==> config.mk <==
export PLATFORM = sky130hd
export DESIGN_NAME = s2_kes_sched
export DESIGN_NICKNAME = d
export VERILOG_FILES = /design/src/rtl/s2_kes_sched_pkg.sv /design/src/rtl/s2_kes_rr_arb2.sv /design/src/rtl/s2_kes_sched.sv
export SDC_FILE = /design/constraint.sdc
export NUM_CORES = 1
export LEC_CHECK = 0
export CORE_MARGIN = 3
export CORE_UTILIZATION = 35
export DETAILED_ROUTE_END_ITERATION = 8
export PLACE_DENSITY = 0.72
export SKIP_CTS_REPAIR_TIMING = 1
export SLEW_MARGIN = 20
export SYNTH_ARGS = -nofsm -noshare
export SYNTH_HDL_FRONTEND = slang
export SYNTH_SLANG_ARGS = --single-unit
==> constraint.sdc <==
create_clock -name clk -period 1.66 [get_ports clk]
set_input_delay 0.332 -clock clk [delete_from_list [all_inputs] [get_ports clk]]
set_output_delay 0.332 -clock clk [all_outputs]
set_load 0.01 [all_outputs]
==> src/rtl/s2_kes_sched_pkg.sv <==
// rtl/s2_kes_sched_pkg.sv - shared encodings and constants for the KES job scheduler
package s2_kes_sched_pkg;

  typedef enum logic [3:0] {
    ST_IDLE   = 4'b0001,
    ST_LAUNCH = 4'b0010,
    ST_WAIT   = 4'b0100,
    ST_OUT    = 4'b1000
  } kes_state_e;

  localparam logic [23:0] BYPASS_LAMBDA = 24'h000001;
  localparam int          KES_TIMEOUT   = 8;
  localparam int          KES_LATENCY   = 5;

  localparam int SYN_W    = 8;
  localparam int SYN0_LSB = 0;
  localparam int SYN1_LSB = 8;
  localparam int SYN2_LSB = 16;
  localparam int SYN3_LSB = 24;

  function automatic logic [SYN_W-1:0] syn_field(input logic [31:0] word, input int lsb);
    return word[lsb +: SYN_W];
  endfunction

endpackage

==> src/rtl/s2_kes_rr_arb2.sv <==
// rtl/s2_kes_rr_arb2.sv - two-way round-robin arbiter for the scheduler request lanes
module s2_kes_rr_arb2 (
  input  logic clk,
  input  logic rstn,
  input  logic valid0,
  input  logic valid1,
  input  logic advance,
  output logic grant,
  output logic grant_lane,
  output logic pointer
);

  always_comb begin
    grant      = valid0 | valid1;
    grant_lane = (valid0 && valid1) ? pointer : valid1;
  end

  // The pointer only turns over when a grant is actually taken.
  always_ff @(posedge clk or negedge rstn) begin
    if (!rstn) begin
      pointer <= 1'b0;
    end else if (advance && grant) begin
      pointer <= ~grant_lane;
    end
  end

endmodule

==> src/rtl/s2_kes_sched.sv <==
// rtl/s2_kes_sched.sv - two-lane syndrome job scheduler in front of a key-equation solver
module s2_kes_sched
  import s2_kes_sched_pkg::*;
(
  input  logic        clk,
  input  logic        rstn,
  input  logic        req0_valid,
  output logic        req0_ready,
  input  logic [31:0] req0_syn,
  input  logic        req1_valid,
  output logic        req1_ready,
  input  logic [31:0] req1_syn,
  output logic        kes_ena,
  output logic [7:0]  kes_syn0,
  output logic [7:0]  kes_syn1,
  output logic [7:0]  kes_syn2,
  output logic [7:0]  kes_syn3,
  input  logic        kes_done,
  input  logic [7:0]  kes_lambda0,
  input  logic [7:0]  kes_lambda1,
  input  logic [7:0]  kes_lambda2,
  input  logic [7:0]  kes_omega0,
  input  logic [7:0]  kes_omega1,
  output logic        res_valid,
  input  logic        res_ready,
  output logic        res_lane,
  output logic [23:0] res_lambda,
  output logic [15:0] res_omega,
  output logic        res_bypass,
  output logic        res_timeout,
  output logic        busy
);

  localparam logic [2:0] WD_LAST = 3'(KES_TIMEOUT - 1);

  kes_state_e  state, nxt;
  logic [31:0] syn_q;
  logic [2:0]  wdog;
  logic        grant, grant_lane, rr_pointer;
  logic        accept, sel_zero;
  logic [31:0] sel_syn;

  s2_kes_rr_arb2 u_arb (
    .clk       (clk),
    .rstn      (rstn),
    .valid0    (req0_valid),
    .valid1    (req1_valid),
    .advance   (accept),
    .grant     (grant),
    .grant_lane(grant_lane),
    .pointer   (rr_pointer)
  );

  // rstn gates ready so nothing looks accepted while the block is held in reset.
  assign accept     = rstn && (state == ST_IDLE) && grant;
  assign req0_ready = accept && !grant_lane;
  assign req1_ready = accept && grant_lane;
  assign sel_syn    = grant_lane ? req1_syn : req0_syn;
  assign sel_zero   = (sel_syn == 32'h0);

  assign kes_ena   = (state == ST_LAUNCH);
  assign res_valid = (state == ST_OUT);
  assign busy      = (state != ST_IDLE);
  assign kes_syn0  = syn_field(syn_q, SYN0_LSB);
  assign kes_syn1  = syn_field(syn_q, SYN1_LSB);
  assign kes_syn2  = syn_field(syn_q, SYN2_LSB);
  assign kes_syn3  = syn_field(syn_q, SYN3_LSB);

  always_ff @(posedge clk or negedge rstn) begin
    if (!rstn) state <= ST_IDLE;
    else       state <= nxt;
  end

  always_comb begin
    nxt = state;
    case (state)
      ST_IDLE:   if (grant) nxt = sel_zero ? ST_OUT : ST_LAUNCH;
      ST_LAUNCH: nxt = ST_WAIT;
      ST_WAIT:   if (kes_done || wdog == WD_LAST) nxt = ST_OUT;
      ST_OUT:    if (res_ready) nxt = ST_IDLE;
      default:   nxt = ST_IDLE;
    endcase
  end

  // kes_done wins over watchdog expiry when both land in the same WAIT cycle.
  always_ff @(posedge clk or negedge rstn) begin
    if (!rstn) begin
      syn_q       <= '0;
      wdog        <= '0;
      res_lane    <= 1'b0;
      res_lambda  <= '0;
      res_omega   <= '0;
      res_bypass  <= 1'b0;
      res_timeout <= 1'b0;
    end else begin
      case (state)
        ST_IDLE: if (grant) begin
          syn_q       <= sel_syn;
          res_lane    <= grant_lane;
          res_lambda  <= sel_zero ? BYPASS_LAMBDA : 24'h0;
          res_omega   <= '0;
          res_bypass  <= sel_zero;
          res_timeout <= 1'b0;
        end
        ST_LAUNCH: wdog <= '0;
        ST_WAIT: begin
          if (kes_done) begin
            res_lambda <= {kes_lambda2, kes_lambda1, kes_lambda0};
            res_omega  <= {kes_omega1, kes_omega0};
          end else if (wdog == WD_LAST) begin
            res_lambda  <= '0;
            res_omega   <= '0;
            res_timeout <= 1'b1;
          end else begin
            wdog <= wdog + 3'd1;
          end
        end
        default: ;
      endcase
    end
  end

  assert property (@(posedge clk) disable iff (!rstn)
    (accept && req0_valid && req1_valid) |-> (grant_lane == rr_pointer));

endmodule

Word-level counts from Yosys, hierarchy flattened
Cells that the tools add are included.
{ "op_classes": {"eq_ne": 13, "muxes": 23, "n_reduce_logical": 16, "add_sub_neg": 1, "n_bitwise": 2} }
{ "ops": {"columns": ["op", "count"], "rows": [
  ["2-to-1 mux 24 bit", 3],
  ["2-to-1 mux 16 bit", 3],
  ["one-hot mux 24 bit (2 select lines)", 1],
  ["logical NOT 32 bit", 1],
  ["2-to-1 mux 32 bit", 1],
  ["one-hot mux 16 bit (2 select lines)", 1],
  ["2-to-1 mux 4 bit", 4],
  ["one-hot mux 4 bit (4 select lines)", 1],
  ["inequality test 2 bit (second input constant)", 5],
  ["AND reduction 3 bit", 3],
  ["logical AND 1 bit", 6],
  ["2-to-1 mux 3 bit", 2],
  ["one-hot mux 3 bit (2 select lines)", 1],
  ["2-to-1 mux 1 bit", 5],
  ["equality test 4 x 1 -> 1 bit (second input constant)", 1],
  ["equality test 4 x 2 -> 1 bit (second input constant)", 1],
  ["equality test 4 x 3 -> 1 bit (second input constant)", 1],
  ["equality test 4 bit (second input constant)", 1],
  ["inequality test 4 x 1 -> 1 bit (second input constant)", 1],
  ["AND reduction 4 bit", 1],
  ["nonzero test 2 bit", 2],
  ["adder 3 x 1 -> 3 bit (second input constant)", 1],
  ["equality test 3 bit (second input constant)", 1],
  ["inequality test 3 bit (second input constant)", 1],
  ["7 further kinds", 7]
]} }
{ "totals": {"output_inout_bits": 80, "reg_bits": 83, "elab_cells": 64, "inputBits": 110} }

Depth between registers and ports, before layout
Gate-level depths: netlist of run 1.
{ "depth": {"depth_word": 7, "ltp_mapped": 8, "mapped_depth_nobuf": 7} }

Modules after synthesis
Synthesis of run 1 repeated with hierarchy kept, for this count alone.
{ "hier_totals": {"cells_unflattened": 314, "hier_area_um2": 3558.4} }
{ "by_module_without_submodules": {"columns": ["module", "n_inst", "cells_each", "area_per_inst_um2", "seq_area_each_um2"], "rows": [
  ["s2_kes_sched", 1, 308, 3504.6, 2053.2],
  ["s2_kes_rr_arb2", 1, 6, 53.8, 25.0]
]} }

Worst setup path before layout of run 1
OpenSTA, ideal clock, no wires.
{ "synth_timing": {"path_kind": "reg-to-output", "start": "register state[0]", "end": "output req0_ready", "stages_incl_launch_ff": 6, "path_slack_ps": -157, "arrival_time_ps": 1485, "required_time_ps": 1328, "cell_sequence": "dfstp_2 > nor4b_2 > o21a_1 > buf_2 > buf_2 > and3_1"} }
{ "synth_between": {"elab_chain_len": 4} }
{ "synth_lines": {"columns": ["item", "line", "rtl"], "rows": [
  ["start: declaration", "s2_kes_sched.sv:36", "kes_state_e state, nxt;"],
  ["start signal: assignment", "s2_kes_sched.sv:71", "else state <= nxt;"],
  ["equality test 4 x 1 -> 1 bit", "s2_kes_sched.sv:55", "assign accept = rstn && (state == ST_IDLE) && grant;"],
  ["logical AND 1 bit (2 in series)", "s2_kes_sched.sv:55", null],
  ["logical AND 1 bit", "s2_kes_sched.sv:56", "assign req0_ready = accept && !grant_lane;"],
  ["end: declaration", "s2_kes_sched.sv:8", "output logic req0_ready,"]
]} }
No other way between the ends.

Worst setup path after layout of run 1
Same ends and word-level chain as after synthesis.

==> reports/summary.txt, run 1 <==
CP startpoint kind: flip-flop
Worst VDD drop: 0.687 mV
FF-to-FF path depth: 6
Met2 Track Usage GR: 0.320
Die height: 107 um
Hold Crit Class: in -> async
CP max FO: 3
Number of antenna diodes: 0
Final Hold Fails: 17
Sink Count: 83
Slew HR: 0.516
Maximum clock rate: 0.519 GHz
DR iter-0 viols: 183
First-pass detailed-route iteration total: 4
Worst-margin pin slew: 0.726 ns
Clk root buf: clkbuf_8
CTS tree: done
Synth cell types: 29
Placement Setup Slack: -0.483 ns
Seq/Total Area, Yosys: 0.587
Yosys reg bits: 83
Largest net degree at the start of global routing: 61
Critical Path Stages: 4
Reg-to-Reg End: res_lambda[5]
Number of global-route vias before repair: 3519
RSZ-0062 raised after global routing: true
Synthesized area: 3540 sq um
Die area: 11400 sq um
First-pass GRT wire length: 17.8 mm
CTS clk-pin slew, worst paths: 0.09 ns
Die width: 107 um
DRC errors left: 0
Core ar.: 9820 sq um
Register area: 2080 sq um
Wirelength, routed: 11.5 mm
R2R Setup Slk: -0.23 ns
GRT Util Overall: 0.201
Endpoints failing setup: 69
Setup ws final: -0.265 ns
Non-Filler Instances: 702
Post-Syn Instances: 344
Clk buf depth: 2
PwrDens: 1380 nW/um^2
Crit path to: req0_ready
Layout Nets: 676
ANT nets after route: 0
Via count: 3525
Worst setup EP type: primary output
CP required: 1.33 ns
Critical path's slowest cell: dfstp_2
Initial Utilization: 0.361
GR Util met1: 0.242
CP startpoint: state[0]
Arr. time, crit path: 1.59 ns
Critical path cell sequence: nor4b_4, o21a_2, and3_4, buf_6
I/O Buffers: 189
Io pins: 190
Met3 GRT Util: 0.0945
Delay-heaviest family, CP: flip-flops
Area delta synth->final: 74.6%
Crit share post-route: 1.16
Worst hold slack: -0.00694 ns
Total of max-cap violations: 0
Final Skew: 0.0174 ns
CTS H-tree depth: 3
Clock buffer count from CTS: 9
Slew Limit Fails: 0
Area of the multi-input gates: 1420 sq um
Placement Rows: 36
Worst-skew pair later-pin latency: 0.35 ns
Total grt overflow: 0
Status: finished with violations
CP max stage delay: 0.53 ns
GR peak layer: met2
Layout cells sized above 1: 0.160
Worst Path Buf+Inv: 1
Routed WL per cell: 16.3 um
Synth Warn #: 0
Average size of a mapped cell: 10.3 sq um
Number of placed cells counting well taps: 685
Fillers: 841
Leakage power: 2.79 nW
Syn_nets: 456
Post-DP HPWL: 8.61 mm
Placer Congestion: 0.871
Violated checks: negative hold slack, negative setup slack
Antenna violations before repair: 0
RR Startpoint: state[0]
Vias per inst: 5.02
Critical path class: reg -> out
Final min period: 1.93 ns
[how the worst min path moves through the flow]
stage | from | end | depth (start not counted)
floorplan | rstn | res_bypass | 0
global placement | rstn | syn_q[22] | 2
detailed placement | rstn | syn_q[16] | 2
CTS | rstn | res_omega[1] | 2
global route | rstn | res_omega[7] | 2
finish | rstn | res_omega[1] | 2
[synth_stat cells]
master    number  area share
ha_1           2      0.0071
nor3_1         4      0.0056
a21oi_1        2      0.0028
buf_6          4       0.013
nor4b_2        1      0.0042
nor2_2         3      0.0053
nor4_1        16       0.028
or4b_1         1      0.0028
o221ai_1       1      0.0025
buf_2         11       0.016
a31oi_1       33       0.058
nand3_1        4      0.0056
nand2_1       71       0.075
nor4b_1        2      0.0049
inv_1          4      0.0042
o21ai_1        3      0.0042
o21a_1         2      0.0042
clkbuf_1       8      0.0085
dfstp_2        1      0.0074
dfrtp_1       82        0.58
or4b_4         1      0.0039
nand4_1        4      0.0071
a22oi_2        1      0.0035
buf_4          1      0.0021
and3_1         2      0.0035
nand2b_1       1      0.0018
o21ai_0        2      0.0028
nor2_1        38       0.040
a22o_1        39       0.096
[routing by layer]
| layer | wire length [um] | vias to the layer above |
|---|---|---|
| met3 | 1380 | 17 |
| met4 | 218 | 0 |
| met5 | 0 | - |
| met1 | 4620 | 1649 |
| met2 | 5230 | 182 |
| li1 | - | 1677 |
[cell families after synthesis]
| group | share of synthesized area |
|---|---|
| flip-flops | 0.587 |
| buffers and inverters | 0.0431 |
| adder cells (fa/ha/maj) | 0.00706 |
| AO/OA/AOI/OAI | 0.175 |
| AND/OR/NAND/NOR | 0.189 |
[layout by cell type (no fill, tap or decap), types with 4 or more instances in the layout]
cell and instances:
a22o_1 39, clkbuf_8 11, nand2_1 71, nor2_2 4, nand4_1 4, dlymetal6s2s_1 15, clkdlybuf4s50_1 168, nand3_1 4
dfrtp_1 81, a31oi_1 33, nor2_1 37, buf_4 39, nor4_1 10, nor4_2 6, buf_6 8
[stage by stage]
| step | TNS [ns] | util | power (mW) | area, sq um | hold WS [ns] |
|---|---|---|---|---|---|
| after floorplan | -0.00402 | - | 5.00 | 3570 | 0.0364 |
| after global placement | -17.00 | 0.594 | 6.98 | 5830 | 0.371 |
| after detailed placement | -20.32 | 0.594 | 7.08 | 5830 | 0.387 |
| after CTS | -17.62 | 0.615 | 8.61 | 6040 | -0.00713 |
| after global routing | -18.35 | 0.630 | 9.13 | 6190 | 0.0134 |
| final | -11.51 | 0.630 | 8.56 | 6190 | -0.00694 |
[state kept, by name, indices dropped and copies added, names as in the netlist]
signal         cells
syn_q             32
res_lambda        24
res_omega         16
state              4
wdog               3
res_bypass         1
res_lane           1
res_timeout        1
u_arb.pointer      1
[worst register-to-register path: stages (launching register included)]
cell,delay [ns]
dfstp_2,0.53
nor4b_4,0.24
o21a_2,0.20
buf_4,0.29
nor2_2,0.10
buf_12,0.19
a22o_1,0.22
[where the power goes]
part           internal, mW  leakage [nW]  switching (mW)
registers              2.70          1.05           0.377
clock network         0.779        0.0978           0.732
logic                  2.11          1.64            1.87
total                  5.58          2.79            2.98
[final cells by class]
class | count | area share
clock buffers | 11 | 0.0245
clock inverters | 5 | 0.00991
inverters | 4 | 0.00243
multi-input cells | 233 | 0.229
flip-flops and latches | 83 | 0.336
well taps | 133 | 0.0269
repair buffers | 233 | 0.371
Power figures use the tool's default switching activity.
==> run 2: changes to the inputs <==
Settings changed: ABC_AREA set to 1, PLACE_DENSITY 0.72 to 0.7, RECOVER_POWER set to 100, TNS_END_PERCENT set to 30.
==> run 2 against run 1 <==
Effect of this change:
- worst hold slack gained 0.34 ns
- final cell count increased by 12%
- largest cell class unchanged
- cell area rose by 4.8%
- the run ends with negative setup slack left
- setup slack gained 0.084 ns
- sequential share of layout area down 1.6 points
- utilization down 0.75 points
- non-clock buffer count shrank 10
- first-iteration DRC count is 6.0% lower
==> reports/summary.txt, run 2 <==
Status: finished with violations
Number of global-route vias before repair: 3651 (+3.8%)
CP max stage delay: 0.41 ns (-0.12 ns)
Final Util: 0.623 (-0.00751)
Max reg flops: 32 (unchanged)
Slew Limit Fails: 0 (unchanged)
Final min period: 1.84 ns (-0.0841 ns)
DRC errors left: 0 (unchanged)
Design Power: 9.19 mW (+7.4%)
ANT nets after route: 0 (unchanged)
Worst-margin pin slew: 1.10 ns (+0.377 ns)
Die height: 110 um (+3.2%)
Most frequent cells after synthesis: nand2_1 (142), dfrtp_1 (82), inv_1 (50)
CP max FO: 3 (unchanged)
I/O Buffers: 189 (unchanged)
Synth top area share: 0.542 (-0.0373)
Final Skew: 0.0134 ns (-0.00404 ns)
Post-DP HPWL: 8.73 mm (+1.5%)
Wirelength, routed: 12.3 mm (+7.3%)
Routed WL per cell: 15.6 um (-4.5%)
PwrDens: 1420 nW/um^2 (+2.4%)
Slew HR: 0.265 (-0.251)
CTS H-tree depth: 3 (unchanged)
Clk buf depth: 2 (unchanged)
Average size of a mapped cell: 8.67 sq um (-16%)
Ys flop type: dfrtp_1
Endpoints failing setup: 28 (-59%)
Final Hold Fails: 0 (-17)
CP startpoint: state[3]
Layout cells sized above 1: 0.138 (-0.0221)
Placed Area: 6010 sq um (+3.2%)
Clock buffer count from CTS: 9 (unchanged)
Number of antenna diodes: 0 (unchanged)
Vias per inst: 4.78 (-4.9%)
Worst setup EP type: primary output
Setup ws final: -0.181 ns (+0.0841 ns)
Via count: 3769 (+6.9%)
Layout Nets: 760 (+12%)
Core ar.: 10400 sq um (+6.1%)
CTS clk-pin slew, worst paths: 0.09 ns (about the same)
Worst-skew pair later-pin latency: 0.35 ns (about the same)
Critical path cell sequence: nor2_2, nand3_2, a21oi_2, nand2_2, nor2_2, clkbuf_2
Synth cell types: 22 (-24%)
CTS tree: done
Most frequent cell after synthesis: nand2_1
Most common cell after layout, fill and taps aside: clkdlybuf4s50_1
Sink Count: 83 (unchanged)
CP required: 1.33 ns (about the same)
Most frequent cells in the layout: clkdlybuf4s50_1 (173), nand2_1 (138), dfrtp_1 (82)
RSZ-0062 raised after global routing: true
Fillers: 890 (+5.8%)
Worst hold slack: 0.330 ns (+0.337 ns)
Biggest regs: syn_q: 32 flops, res_lambda: 24 flops, res_omega: 16 flops
Non-Filler Instances: 789 (+12%)
Maximum clock rate: 0.543 GHz (+4.6%)
Critical path's slowest cell: dfrtp_1
Area delta synth->final: 71.2%
DR iter-0 viols: 172 (-6.0%)
Antenna violations before repair: 0 (unchanged)
Worst VDD drop: 0.630 mV (-8.3%)
Number of flops mapped to enable cells by yosys: 0 (unchanged)
Placer Congestion: 0.834 (-4.2%)
Largest net degree at the start of global routing: 84 (+38%)
Total grt overflow: 0 (unchanged)
Initial Utilization: 0.364 (+0.00275)
Violated checks: negative setup slack
Crit share post-route: 1.11 (-0.0507)
Total of max-cap violations: 0 (unchanged)
Crit-path most repeated cell: nor2_2
Critical path class: reg -> out
Die width: 110 um (+3.2%)
Clk root buf: clkbuf_8
Largest reg by FF count: syn_q
Seq/Total Area, Yosys: 0.549 (-0.0378)
Arr. time, crit path: 1.51 ns (-0.08 ns)
Post-route cell area: 6480 sq um (+4.8%)
Synth Warn #: 0 (unchanged)
First-pass GRT wire length: 17.5 mm (-1.8%)
Synthesized area: 3790 sq um (+6.9%)
Placement Setup Slack: -0.565 ns (-0.0824 ns)
Hold Crit Class: in -> reg
Synth area leader: dfrtp_1
Io pins: 190 (unchanged)
Hold Crit Start: rstn
Die area: 12100 sq um (+6.5%)
Syn_nets: 549 (+20%)
GRT Util Overall: 0.186 (-0.0153)
Placement Rows: 37 (+2.8%)
CP startpoint kind: flip-flop
Leakage power: 3.22 nW (+15%)
Yosys reg bits: 83 (unchanged)
Largest cells by area after synthesis: dfrtp_1 (54%), nand2_1 (14%), a22o_1 (8.1%), inv_1 (5.0%), o21ai_0 (4.5%)
Post-synth ARST share: 1.00 (unchanged)
RR Startpoint: u_arb.pointer
Number of placed cells counting well taps: 765 (+12%)
Setup TNS: -0.940 ns (+10.57 ns)
First-pass detailed-route iteration total: 5 (+1)
Post-Syn Instances: 437 (+27%)
-- run 2: cell count changes after synthesis, sizes merged, moves of 3 or more --
cell	before	now
nor2	41	19
a22o	39	35
nand4	4	0
nand3b	0	20
o21ai	5	42
inv	4	51
nand2	71	143
a31oi	33	0
nor4	16	1
a21oi	2	6
nand3	4	8
nor4b	3	0
-- run 2: worst paths after layout --
kind                                 end  slack, ns  cells past startpoint
min in group asynchronous   res_omega[2]       0.37                      2
max reg2reg                     state[3]      -0.06                     13
min reg2reg                res_lambda[5]       0.48                      2
min                        u_arb.pointer       0.33                      3
max                           req1_ready      -0.18                      6
max in group asynchronous    res_timeout       0.60                      2
-- run 2: power breakdown --
| part | leakage (nW) | internal [mW] | switching [mW] |
|---|---|---|---|
| sequential | 1.08 | 2.73 | 0.392 |
| clock | 0.101 | 0.717 | 0.777 |
| combinational | 2.03 | 2.44 | 2.13 |
| total | 3.22 | 5.89 | 3.30 |
-- run 2: worst max-delay path: cells and delay by family (launching register included) --
kind	cells	cell delay (ns)
flops	1	0.41
compound gates	1	0.16
simple gates	4	0.48
buf+inv	1	0.14
-- run 2: cell type report --
cell class,instances,area [sq um],share of cell area
flip-flops and latches,83,2080,0.320
clock inverters,7,81.3,0.0125
clock buffers,9,124,0.0191
repair buffers,223,2310,0.356
well taps,136,170,0.0262
inverters,51,191,0.0295
multi-input cells,280,1530,0.236
-- run 2: cell families after synthesis --
| group | count (synthesis) | share of synthesized area |
|---|---|---|
| buffers and inverters | 74 | 0.0796 |
| and+or+nand+nor | 194 | 0.217 |
| DFF | 83 | 0.549 |
| adders and majority gates | 2 | 0.00661 |
| AOI/OAI and AO/OA | 84 | 0.148 |
-- run 2: routing by layer --
layer	up-vias	wire length [um]	GRT usage
li1	1847	-	-
met1	1742	4930	0.235
met2	163	6080	0.311
met3	17	1080	0.0425
met4	0	208	0.0695
met5	-	0	0
==> run 3: changes to the inputs <==
Settings changed: SYNTH_HIERARCHICAL set to 1.
==> run 3 against run 2 <==
Effect of this change:
- the flow still finishes with violations (negative setup slack)
- via count about the same
- fmax increased by 1.3%
- non-clock buffer count increased by 9
- cell area about the same
- global-route usage increased by 0.43 points
- worst hold slack got worse by 0.011 ns
- setup slack improved by 0.023 ns
- register-to-register slack got worse by 0.09 ns
- combinational power decreased by 4%
- final cell count increased by 3.9%
==> reports/summary.txt, run 3 <==
Status: finished with violations
Violated checks: negative setup slack
Design Power: 9.16 mW (-0.36%)
PwrDens: 1410 nW/um^2 (-0.45%)
Arr. time, crit path: 1.49 ns (-0.02 ns)
Slew HR: 0.255 (-0.0100)
First-pass detailed-route iteration total: 4 (-1)
I/O Buffers: 189 (unchanged)
Most frequent cells in the layout: clkdlybuf4s50_1 (177), nand2_1 (160), dfrtp_1 (82)
Number of antenna diodes: 0 (unchanged)
Io pins: 190 (unchanged)
Die height: 110 um (about the same)
R2R Setup Slk: -0.15 ns (-0.09 ns)
Critical path's slowest cell: dfrtp_1
Most frequent cell after synthesis: nand2_1
Number of global-route vias before repair: 3661 (+0.27%)
Ys flop type: dfrtp_1
Max reg flops: 32 (unchanged)
CP startpoint kind: flip-flop
Die area: 12100 sq um (-0.13%)
CP required: 1.33 ns (about the same)
Endpoints failing setup: 7 (-75%)
Yosys reg bits: 83 (unchanged)
ANT nets after route: 0 (unchanged)
Final min period: 1.82 ns (-0.0234 ns)
Synth Warn #: 6 (+6)
Worst VDD drop: 0.707 mV (+12%)
Total grt overflow: 0 (unchanged)
Leakage power: 3.22 nW (about the same)
Setup TNS: -0.896 ns (+0.0441 ns)
Worst-margin pin slew: 1.12 ns (+0.0150 ns)
DR iter-0 viols: 217 (+26%)
CTS tree: done
RSZ-0062 raised after global routing: true
Critical path class: reg -> out
CP max FO: 9 (+6)
Vias per inst: 4.60 (-3.8%)
Total of max-cap violations: 0 (unchanged)
Placer Congestion: 0.832 (-0.24%)
Layout Nets: 791 (+4.1%)
Post-DP HPWL: 8.74 mm (about the same)
Maximum clock rate: 0.550 GHz (+1.3%)
Syn_nets: 569 (+3.6%)
Worst-skew pair later-pin latency: 0.35 ns (about the same)
CTS clk-pin slew, worst paths: 0.07 ns (-0.02 ns)
Biggest regs: syn_q: 32 flops, res_lambda: 24 flops, res_omega: 16 flops
Area delta synth->final: 71.6%
Critical path cell sequence: inv_2, a21boi_4, buf_12, buf_6, nor3_4, buf_2
Synth top area share: 0.543 (+0.000717)
GRT Util Overall: 0.190 (+0.00426)
Sink Count: 83 (unchanged)
Wirelength, routed: 11.7 mm (-4.5%)
Largest reg by FF count: syn_q
Final Skew: 0.0159 ns (+0.00253 ns)
CP max stage delay: 0.39 ns (-0.02 ns)
Worst setup EP type: primary output
Setup ws final: -0.158 ns (+0.0234 ns)
First-pass GRT wire length: 17.8 mm (+1.5%)
Clk buf depth: 2 (unchanged)
Layout cells sized above 1: 0.154 (+0.0157)
Synth area leader: dfrtp_1
CTS H-tree depth: 3 (unchanged)
Slew Limit Fails: 0 (unchanged)
Number of flops mapped to enable cells by yosys: 0 (unchanged)
Antenna violations before repair: 0 (unchanged)
Largest net degree at the start of global routing: 84 (unchanged)
Initial Utilization: 0.363 (-0.000480)
Average size of a mapped cell: 8.28 sq um (-4.5%)
Routed WL per cell: 14.3 um (-8.1%)
Largest cells by area after synthesis: dfrtp_1 (54%), nand2_1 (17%), a22o_1 (6.7%), inv_1 (6.3%), o21ai_0 (6.0%)
Most common cell after layout, fill and taps aside: clkdlybuf4s50_1
Via count: 3770 (+0.027%)
Die width: 110 um (about the same)
Placement Rows: 37 (unchanged)
Post-synth ARST share: 1.00 (unchanged)
Seq/Total Area, Yosys: 0.549 (+0.000726)
Clock buffer count from CTS: 9 (unchanged)
Core ar.: 10400 sq um (unchanged)
Most frequent cells after synthesis: nand2_1 (171), dfrtp_1 (82), inv_1 (63)
DRC errors left: 0 (unchanged)
Crit share post-route: 1.09 (-0.0141)
Hold Crit Class: in -> reg
Clk root buf: clkbuf_8
Synthesized area: 3780 sq um (-0.13%)
Placement Setup Slack: -0.686 ns (-0.121 ns)
Final Hold Fails: 0 (unchanged)
Synth cell types: 24 (+9.1%)
Post-Syn Instances: 457 (+4.6%)
-- run 3: cell types whose count changed after synthesis, moves of 2 or more --
cell,delta
nor2_1,-2
inv_1,+13
nand2_1,+29
buf_2,-2
buf_6,+2
nand3b_1,-20
o21ai_0,+11
o21ai_1,-5
a22o_1,-6
-- run 3: cells by family after synthesis --
kind of cell | after synthesis | synth area share
AND/OR/NAND/NOR | 203 | 0.210
buffers and inverters | 86 | 0.0939
AO/OA/AOI/OAI | 83 | 0.140
flip-flops | 83 | 0.549
adder cells (fa/ha/maj) | 2 | 0.00661
-- run 3: area by class of cell --
class | count | area, sq um
timing repair buffer | 232 | 2260
fill | 898 | 3930
inverter | 65 | 249
clock buffer | 11 | 141
tap | 136 | 170
clock inverter | 5 | 83.8
sequential | 83 | 2080
multi-input combinational | 288 | 1510
-- run 3: path summary, 6_finish.rpt --
kind                                 from              to  depth (start not counted)
min in group asynchronous            rstn       syn_q[27]                          2
min reg2reg                res_lambda[10]  res_lambda[10]                          2
min                            req1_valid   u_arb/pointer                          4
max in group asynchronous            rstn       syn_q[17]                          2
max reg2reg                 u_arb/pointer      res_bypass                         13
max                         u_arb/pointer      req0_ready                          6
-- run 3: worst max-delay path: cells and delay by family, from the launching register on --
| family | cells | cell delay, ns |
|---|---|---|
| simple gates | 1 | 0.18 |
| buf+inv | 4 | 0.51 |
| flops | 1 | 0.39 |
| compound gates | 1 | 0.06 |
-- run 3: layer usage --
layer	GRT usage	share of wire	vias to the layer above	routed length, um
li1	-	-	1878	-
met1	0.246	0.41	1787	4830
met2	0.326	0.53	97	6270
met3	0.0299	0.044	8	516
met4	0.0597	0.0099	0	116
met5	0	0	-	0
-- run 3: report_power, final --
group          switching, mW  internal, mW  leakage (nW)  total (mW)
registers              0.398          2.73          1.09        3.13
logic                   2.10          2.30          2.03        4.40
clock network          0.732         0.895         0.106        1.63
total                   3.23          5.93          3.22        9.16
-- run 3: metrics by stage --
| stage | std cells | area [sq um] | utilization | hold WS (ns) |
|---|---|---|---|---|
| after detailed placement | 795 | 6050 | 0.581 | 0.458 |
| after global routing | 820 | 6490 | 0.623 | 0.338 |
| after global placement | 795 | 6050 | 0.581 | 0.454 |
| final | 820 | 6490 | 0.623 | 0.320 |
| after floorplan | 457 | 3800 | - | 0.0364 |
| after CTS | 811 | 6270 | 0.602 | 0.308 |
